==> config.mk <==
export PLATFORM = sky130hd
export DESIGN_NAME = div_8by4_seq_flat
export DESIGN_NICKNAME = d
export VERILOG_FILES = /design/src/rtl/div_8by4_seq_if.sv /design/src/rtl/div_8by4_seq.sv /design/src/flat_wrapper.sv
export SDC_FILE = /design/constraint.sdc
export NUM_CORES = 1
export LEC_CHECK = 0
export BUFFER_PORTS_ARGS = -buffer_cell sky130_fd_sc_hd__buf_2
export CAP_MARGIN = 10
export CORE_AREA = 2 2 42 83
export CTS_CLUSTER_SIZE = 8
export DETAILED_ROUTE_END_ITERATION = 7
export DIE_AREA = 0 0 44 85
export GPL_TIMING_DRIVEN = 1
export PLACE_DENSITY = 0.76
export SLEW_MARGIN = 10
export SYNTH_ARGS = -nofsm -noshare
export SYNTH_HDL_FRONTEND = slang
export SYNTH_SLANG_ARGS = --single-unit
==> constraint.sdc <==
create_clock -name clk -period 3.4 [get_ports clk]
set_clock_uncertainty 0.15 [all_clocks]
set_input_delay 0.85 -clock clk [delete_from_list [all_inputs] [get_ports clk]]
set_output_delay 0.85 -clock clk [all_outputs]
set_load 0.05 [all_outputs]
==> src/rtl/div_8by4_seq_if.sv <==
// Operand/result bundle for the 8-by-4 sequential divider.
interface div_8by4_seq_if;
   logic       start;
   logic [7:0] a;
   logic [3:0] b;
   logic [7:0] q;
   logic [3:0] r;
   logic       busy;
   logic       done;
   logic       div_by_zero;

   modport master (
      output start, a, b,
      input  q, r, busy, done, div_by_zero
   );

   modport slave (
      input  start, a, b,
      output q, r, busy, done, div_by_zero
   );
endinterface

==> src/rtl/div_8by4_seq.sv <==
// 8-by-4 restoring divider, one quotient bit per cycle, MSB first.
// Define DIV_ZERO_DETECT_EN to short-cut b==0 with a div_by_zero flag.
module div_8by4_seq (
   input logic           clk,
   input logic           rst,
   div_8by4_seq_if.slave bus
);
   typedef enum logic [1:0] {IDLE, CALC, DONE} state_t;

   state_t     state;
   logic [7:0] dvd;
   logic [7:0] quo;
   logic [3:0] dsr;
   logic [4:0] rem;
   logic [2:0] cnt;
   logic [7:0] q_r;
   logic [3:0] r_r;
   logic       busy_r;
   logic       done_r;
   logic       dbz_r;

   logic [4:0] rem_sh;
   logic [4:0] rem_nx;
   logic       q_bit;
   logic       zero_skip;

`ifdef DIV_ZERO_DETECT_EN
   assign zero_skip = (dsr == 4'd0);
`else
   assign zero_skip = 1'b0;
`endif

   always_comb begin
      rem_sh = {rem[3:0], dvd[7]};
      q_bit  = (rem_sh >= {1'b0, dsr});
      rem_nx = q_bit ? rem_sh - {1'b0, dsr} : rem_sh;
   end

   always_ff @(posedge clk) begin
      if (rst) begin
         state  <= IDLE;
         dvd    <= '0;
         quo    <= '0;
         dsr    <= '0;
         rem    <= '0;
         cnt    <= '0;
         q_r    <= '0;
         r_r    <= '0;
         busy_r <= 1'b0;
         done_r <= 1'b0;
         dbz_r  <= 1'b0;
      end else begin
         done_r <= 1'b0;
         dbz_r  <= 1'b0;
         unique case (state)
            IDLE, DONE: begin
               if (bus.start) begin
                  dvd    <= bus.a;
                  dsr    <= bus.b;
                  rem    <= '0;
                  quo    <= '0;
                  cnt    <= 3'd7;
                  busy_r <= 1'b1;
                  state  <= CALC;
               end else begin
                  state  <= IDLE;
               end
            end
            CALC: begin
               if (zero_skip) begin
                  q_r    <= 8'hFF;
                  r_r    <= dvd[3:0];
                  dbz_r  <= 1'b1;
                  done_r <= 1'b1;
                  busy_r <= 1'b0;
                  cnt    <= 3'd0;
                  state  <= DONE;
               end else begin
                  dvd <= {dvd[6:0], 1'b0};
                  rem <= rem_nx;
                  quo <= {quo[6:0], q_bit};
                  cnt <= cnt - 3'd1;
                  // last bit: publish the result straight from the datapath
                  if (cnt == 3'd0) begin
                     q_r    <= {quo[6:0], q_bit};
                     r_r    <= rem_nx[3:0];
                     done_r <= 1'b1;
                     busy_r <= 1'b0;
                     cnt    <= 3'd0;
                     state  <= DONE;
                  end
               end
            end
            default: state <= IDLE;
         endcase
      end
   end

   assign bus.q           = q_r;
   assign bus.r           = r_r;
   assign bus.busy        = busy_r;
   assign bus.done        = done_r;
   assign bus.div_by_zero = dbz_r;
endmodule

==> src/flat_wrapper.sv <==
// flat-port wrapper written by rule: the top's interface ports become plain ports
module div_8by4_seq_flat 
  (clk, rst, bus_start, bus_a, bus_b, bus_q, bus_r, bus_busy, bus_done, bus_div_by_zero);
  div_8by4_seq_if bus_i ();
  input logic clk;
  input logic rst;
  input wire logic [$bits(bus_i.start)-1:0] bus_start;
  input wire logic [$bits(bus_i.a)-1:0] bus_a;
  input wire logic [$bits(bus_i.b)-1:0] bus_b;
  output wire logic [$bits(bus_i.q)-1:0] bus_q;
  output wire logic [$bits(bus_i.r)-1:0] bus_r;
  output wire logic [$bits(bus_i.busy)-1:0] bus_busy;
  output wire logic [$bits(bus_i.done)-1:0] bus_done;
  output wire logic [$bits(bus_i.div_by_zero)-1:0] bus_div_by_zero;
  assign bus_i.start = bus_start;
  assign bus_i.a = bus_a;
  assign bus_i.b = bus_b;
  assign bus_q = bus_i.q;
  assign bus_r = bus_i.r;
  assign bus_busy = bus_i.busy;
  assign bus_done = bus_i.done;
  assign bus_div_by_zero = bus_i.div_by_zero;
  div_8by4_seq u_core (.clk(clk), .rst(rst), .bus(bus_i));
endmodule
## After elaboration in Yosys (flattened, before gate mapping)

Cells that the tools add are included.

| operators by class | value |
|---|---|
| add/subtract/negate cells | 2 |
| $lt $le $gt $ge | 1 |
| equality and inequality tests | 4 |
| multiplexer cells | 17 |
| bitwise logic cells | 1 |
| reduce and logical (&&, ||, !) cells | 9 |

Operators by type and width:

| kind | count |
|---|---|
| one-hot mux 8 bit (2 select lines) | 1 |
| one-hot mux 7 bit (2 select lines) | 1 |
| 2-to-1 mux 4 bit | 2 |
| 2-to-1 mux 8 bit | 1 |
| one-hot mux 4 bit (2 select lines) | 1 |
| 2-to-1 mux 7 bit | 1 |
| 2-to-1 mux 3 bit | 2 |
| one-hot mux 3 bit (2 select lines) | 1 |
| AND reduction 2 bit | 3 |
| greater-or-equal comparator 5 x 4 -> 1 bit | 1 |
| 2-to-1 mux 1 bit | 4 |
| one-hot mux 2 bit (2 select lines) | 1 |
| OR reduction 2 bit | 2 |
| subtractor 4 bit | 1 |
| logical NOT 3 bit | 1 |
| AND reduction 3 bit | 1 |
| subtractor 3 x 1 -> 3 bit, second input constant | 1 |
| == test 2 x 1 -> 1 bit, second input constant | 1 |
| == test 2 bit, second input constant | 1 |
| logical NOT 2 bit | 1 |
| 2-to-1 mux 2 bit | 1 |
| inequality test 2 x 1 -> 1 bit, second input constant | 1 |
| inequality test 2 bit, second input constant | 1 |
| one-hot mux 1 bit (2 select lines) | 1 |
| other kinds (2) | 2 |

| word-level totals | value |
|---|---|
| bits in registers | 42 |
| input bits | 15 |
| output and inout bits | 15 |
| word-level logic and storage cells | 44 |

## Logic depth before layout (Yosys ltp)

| depth | value |
|---|---|
| depth in word-level cells | 4 |
| depth in mapped cells | 9 |
| gate-level depth less buffers | 9 |

## Worst setup path after synthesis

Ideal clock, no wire load.

| timing path | value |
|---|---|
| path type | reg2reg |
| start | register u_core.dsr[2] |
| end | register u_core.rem[0] |
| library setup time | 83 ps |
| arrival time | 1753 ps |
| data required time | 3167 ps |
| setup slack | 1413 ps |
| stages on the path, launching flop included | 8 |
| path buffers | 0 |
| clock period less this slack | 1987 ps |
| cell sequence | dfxtp_1 inv_1 ha_1 or4_4 a21oi_2 a21oi_2 mux2_4 o31ai_4 |

| on the way | value |
|---|---|
| cells in the longest elaborated chain, start to end | 3 |

Ends and longest elaborated chain:

| what | RTL line | RTL |
|---|---|---|
| from (decl) | div_8by4_seq.sv:13 | `logic [3:0] dsr;` |
| from (signal assigned) | div_8by4_seq.sv:59 | `dsr <= bus.b;` |
| greater-or-equal comparator 5 x 4 -> 1 bit | div_8by4_seq.sv:35 | `q_bit = (rem_sh >= {1'b0, dsr});` |
| 2-to-1 mux 4 bit | div_8by4_seq.sv:36 | `rem_nx = q_bit ? rem_sh - {1'b0, dsr} : rem_sh;` |
| one-hot mux 4 bit (2 select lines) | div_8by4_seq.sv:55 | `unique case (state)` |
| to (signal assigned) | div_8by4_seq.sv:80 | `rem <= rem_nx;` |
| to (decl) | div_8by4_seq.sv:14 | `logic [4:0] rem;` |

Every way passes these cells.
A chain may end at the register's enable or synchronous reset.

## Final worst setup path

| timing path | value |
|---|---|
| start | register u_core.rem[1] |
| end | register u_core.r_r[3] (netlist: u_core.bus.r[3]) |

| on the way | value |
|---|---|
| cells in the longest elaborated chain, start to end | 2 |
| elaborated cells on any way between the ends | 3 |
| classes of those cells | add/sub: 1; order compare: 1; mux: 1 |

Ends and longest elaborated chain:

| what | RTL line | RTL |
|---|---|---|
| subtractor 4 bit or greater-or-equal comparator 5 x 4 -> 1 bit (tied branches) | div_8by4_seq.sv:36, div_8by4_seq.sv:35 |  |
| 2-to-1 mux 4 bit (*) | div_8by4_seq.sv:36 |  |
| to (signal assigned) | div_8by4_seq.sv:72 | `r_r <= dvd[3:0];` |
| to (signal assigned) | div_8by4_seq.sv:86 | `r_r <= rem_nx[3:0];` |
| to (decl) | div_8by4_seq.sv:17 | `logic [3:0] r_r;` |

Mark *: on every way between the ends. The rest lies on a longest branch, timed or not.

==> summary.txt <==
Finish
  • Share of cells above drive strength 1: 0.2000
  • Post-layout util: 0.6528
  • Fill count: 279
  • Nets@finish: 251
  • Design Area, Final: 2037 sq um
  • N_diodes: 0
  • Final std cells w/o fill: 261
  • Area grow syn2layout: 15.62%

Drt
  • First drt pass iteration count: 4
  • Routed WL per cell: 13.66 um
  • Vias/cell: 5.594
  • DRC violations left: 0
  • WL final: 3.564 mm
  • DR vias: 1,460
  • Drt initial violations: 20
  • Antenna-violating nets left: 0

Power
  • Clk pwr share: 0.386
  • Power per cell area: 611.3 nW/um^2
  • Sw frac: 0.2631
  • Switching power: 327.6 uW
  • Tot Pwr: 1.245 mW
  • Combinational share of power: 0.181
  • Sequential power share: 0.433
  • Static leakage: 0.8437 nW
  • Peak supply drop: 0.0004233 V
  • Internal power: 917.6 uW

Setup path
  • WS Path Type: reg2reg
  • Req. time, crit path: 3.47 ns
  • Crit start category: flop
  • Crit Path Max Fanout: 6
  • Crit-path cells: ha_1, or4_4, a21oi_2, a21oi_2, o221a_2, a211oi_2
  • Critical path depth: 6
  • Peak per-stage delay on the critical path: 0.53 ns
  • CP max-delay cell: or4_4
  • CP dominant cell by count: a21oi_2
  • CP Data Arrival Time: 2.26 ns
  • CP delay by family, top: compound AO/OA/AOI/OAI gates
  • Buffers & Inverters on Critical Path: 0
  • Worst Reg-to-Reg Cells: 6
  • Critical path endpoint category: flop

Synthesis
  • Adder-Cell Fraction of Synth Area: 0.05398
  • Syn_nets: 228
  • Dominant cells by area after synthesis: dfxtp_1 (48%), nand2_1 (6.8%), nor2_1 (6.0%)
  • Top_reg_cell synth: dfxtp_1
  • Compound-Gate Fraction of Synth Area: 0.1889
  • Syn_area_per_cell: 8.552 sq um
  • Syn Std Cell Area: 1762 sq um
  • #FFs+latches synth: 42
  • Top cell type by total area after synthesis: dfxtp_1
  • Synth Area in XOR/XNOR: 0.009943
  • Simple-Gate Fraction of Synth Area: 0.2038
  • Register area share after synthesis: 0.4773
  • Multiplexer share of the synthesized area: 0.01420
  • Synth top area share: 0.4773
  • Largest family of logic cells by synthesized area: simple AND/OR/NAND/NOR gates
  • Cells after synthesis: 206
  • Post-synth ARST share: 0
  • Netlist cell types: 38
  • Synth warnings: 0
  • EDFF count, synth: 0

CTS
  • Clk root buf: clkbuf_8
  • Clock buffer depth: 2
  • Clock Sinks: 42
  • CTS tree: built
  • CTS resizes: 0
  • Total CTS buffers: 5
  • Post-CTS Setup Inserts: 0
  • Hold-fix buffers, CTS: 0
  • Clk slew on worst S/H paths: 0.08 ns
  • H-Tree Depth: 2
  • Worst-skew pair later-pin latency: 0.29 ns

Floorplan
  • Ports: 30
  • Starting Density: 0.5646
  • DIE AREA: 3740 sq um
  • Die X: 44 um
  • Row count: 29
  • Total core area: 3120 sq um
  • DIE HEIGHT: 85 um

Timing
  • Setup Viol. Count Final: 0
  • Fmax achieved: 455.9 MHz
  • Rel. slew slack: 0.5304
  • Setup ws final: 1.207 ns
  • Min Tclk post-route: 2.193 ns
  • Slew Limit Fails: 0
  • Setup TNS: 0 ns
  • Hold WS: 0.3027 ns
  • Fin crit share: 0.6451
  • Slew at the pin with the worst max-slew slack: 0.7044 ns
  • RSZ-0062 raised after global routing: no
  • Final Hold Viols: 0

Place
  • DP HPWL: 2.612 mm
  • Final GP Congestion: 0.8393
  • Place WS: 1.021 ns
  • Port Buffer Count: 28
  • Placed insts: 253
  • Area after DPL: 1894 sq um

Worst hold path
  • Worst hold path cell count: 2
  • Hold Crit Class: reg2reg

GRT
  • Grt ovf: 0
  • Vias in the first global route: 1,381
  • Initial antenna violation count: 0
  • Global-route wire length before repair: 5.954 mm
  • Pin count of the biggest net entering global routing: 26
  • Total GRT Usage: 0.2128

Job
  • Maxcap violations: 0

Run status
  • Status: finished, final reports clean
layer usage:
metal  share of wire  GRT usage
met5               0          0
met4           0.018    0.08264
met3           0.025    0.03830
met2            0.56     0.3997
met1            0.40     0.2174
Yosys cell counts (all sizes together) (2+ instances only):
cell / n
nand2b: 4
o22ai: 9
nand3b: 2
buf: 4
nor2b: 2
a22oi: 8
dfxtp: 42
a211oi: 3
o21ai: 6
nor3: 6
clkbuf: 9
nor2: 28
or4: 2
xnor2: 2
o31ai: 4
ha: 6
a21oi: 17
inv: 9
nand2: 32
final timing paths:
path                             endpoint                    startpoint  slack, ns
max          u_core.bus.r[3]$_SDFFE_PP0P_    u_core.rem[1]$_SDFFE_PP0P_       1.21
min          u_core.bus.q[6]$_SDFFE_PP0P_  u_core.bus.q[6]$_SDFFE_PP0P_       0.30
max reg2reg  u_core.bus.r[3]$_SDFFE_PP0P_    u_core.rem[1]$_SDFFE_PP0P_       1.21
min reg2reg  u_core.bus.q[6]$_SDFFE_PP0P_  u_core.bus.q[6]$_SDFFE_PP0P_       0.30
worst min-delay path: stages (launching register included):
cell and delay [ns]:
dfxtp_1 0.31, nand2_1 0.05, a21oi_1 0.05
layout make-up:
cell class | count | area (sq um) | share of cell area
Inverter | 9 | 33.78 | 0.01658
Clock buffer | 6 | 82.58 | 0.04054
Timing Repair Buffer | 29 | 147.6 | 0.07248
Sequential cell | 42 | 840.8 | 0.4128
Clock inverter | 2 | 60.06 | 0.02948
Multi-Input combinational cell | 142 | 833.3 | 0.4091
Tap cell | 31 | 38.79 | 0.01904
power groups by stage:
stage          clock network (mW)  logic [mW]  registers [mW]
2_1_floorplan                   0       0.157           0.570
5_1_grt                     0.509       0.250           0.544
3_5_place_dp                    0       0.227           0.551
4_1_cts                     0.491       0.227           0.539
3_3_place_gp                    0       0.224           0.550
6_report                    0.480       0.225           0.539
cell usage in the layout, fill, tap and decap left out, types with 2 or more instances in the layout:
cell type   n
clkbuf_8    6
buf_2      28
a21oi_1    15
o21ai_0     5
inv_1       9
nand3b_1    2
a21oi_2     2
nand2b_1    4
a211oi_1    2
nand2_1    32
bufinv_16   2
nor2_1     28
o31ai_1     2
xnor2_1     2
ha_1        6
nor3_1      6
dfxtp_1    42
a22oi_1     8
nor2b_1     2
o22ai_1     9
kinds of logic after synthesis:
kind of cell	after synthesis
AO/OA/AOI/OAI	49
XOR/XNOR	2
adder cells (fa/ha/maj)	7
buffers and inverters	22
flip-flops	42
multiplexers	2
other	1
AND/OR/NAND/NOR	81
flip-flops by register name (all words and copies together), names as in the netlist:
signal	cells
u_core.bus.q	8
u_core.dvd	8
u_core.quo	7
u_core.bus.r	4
u_core.dsr	4
u_core.rem	4
u_core.cnt	3
u_core.state	2
u_core.bus.busy	1
u_core.bus.done	1
No activity file was read; power rests on OpenSTA's default activity.
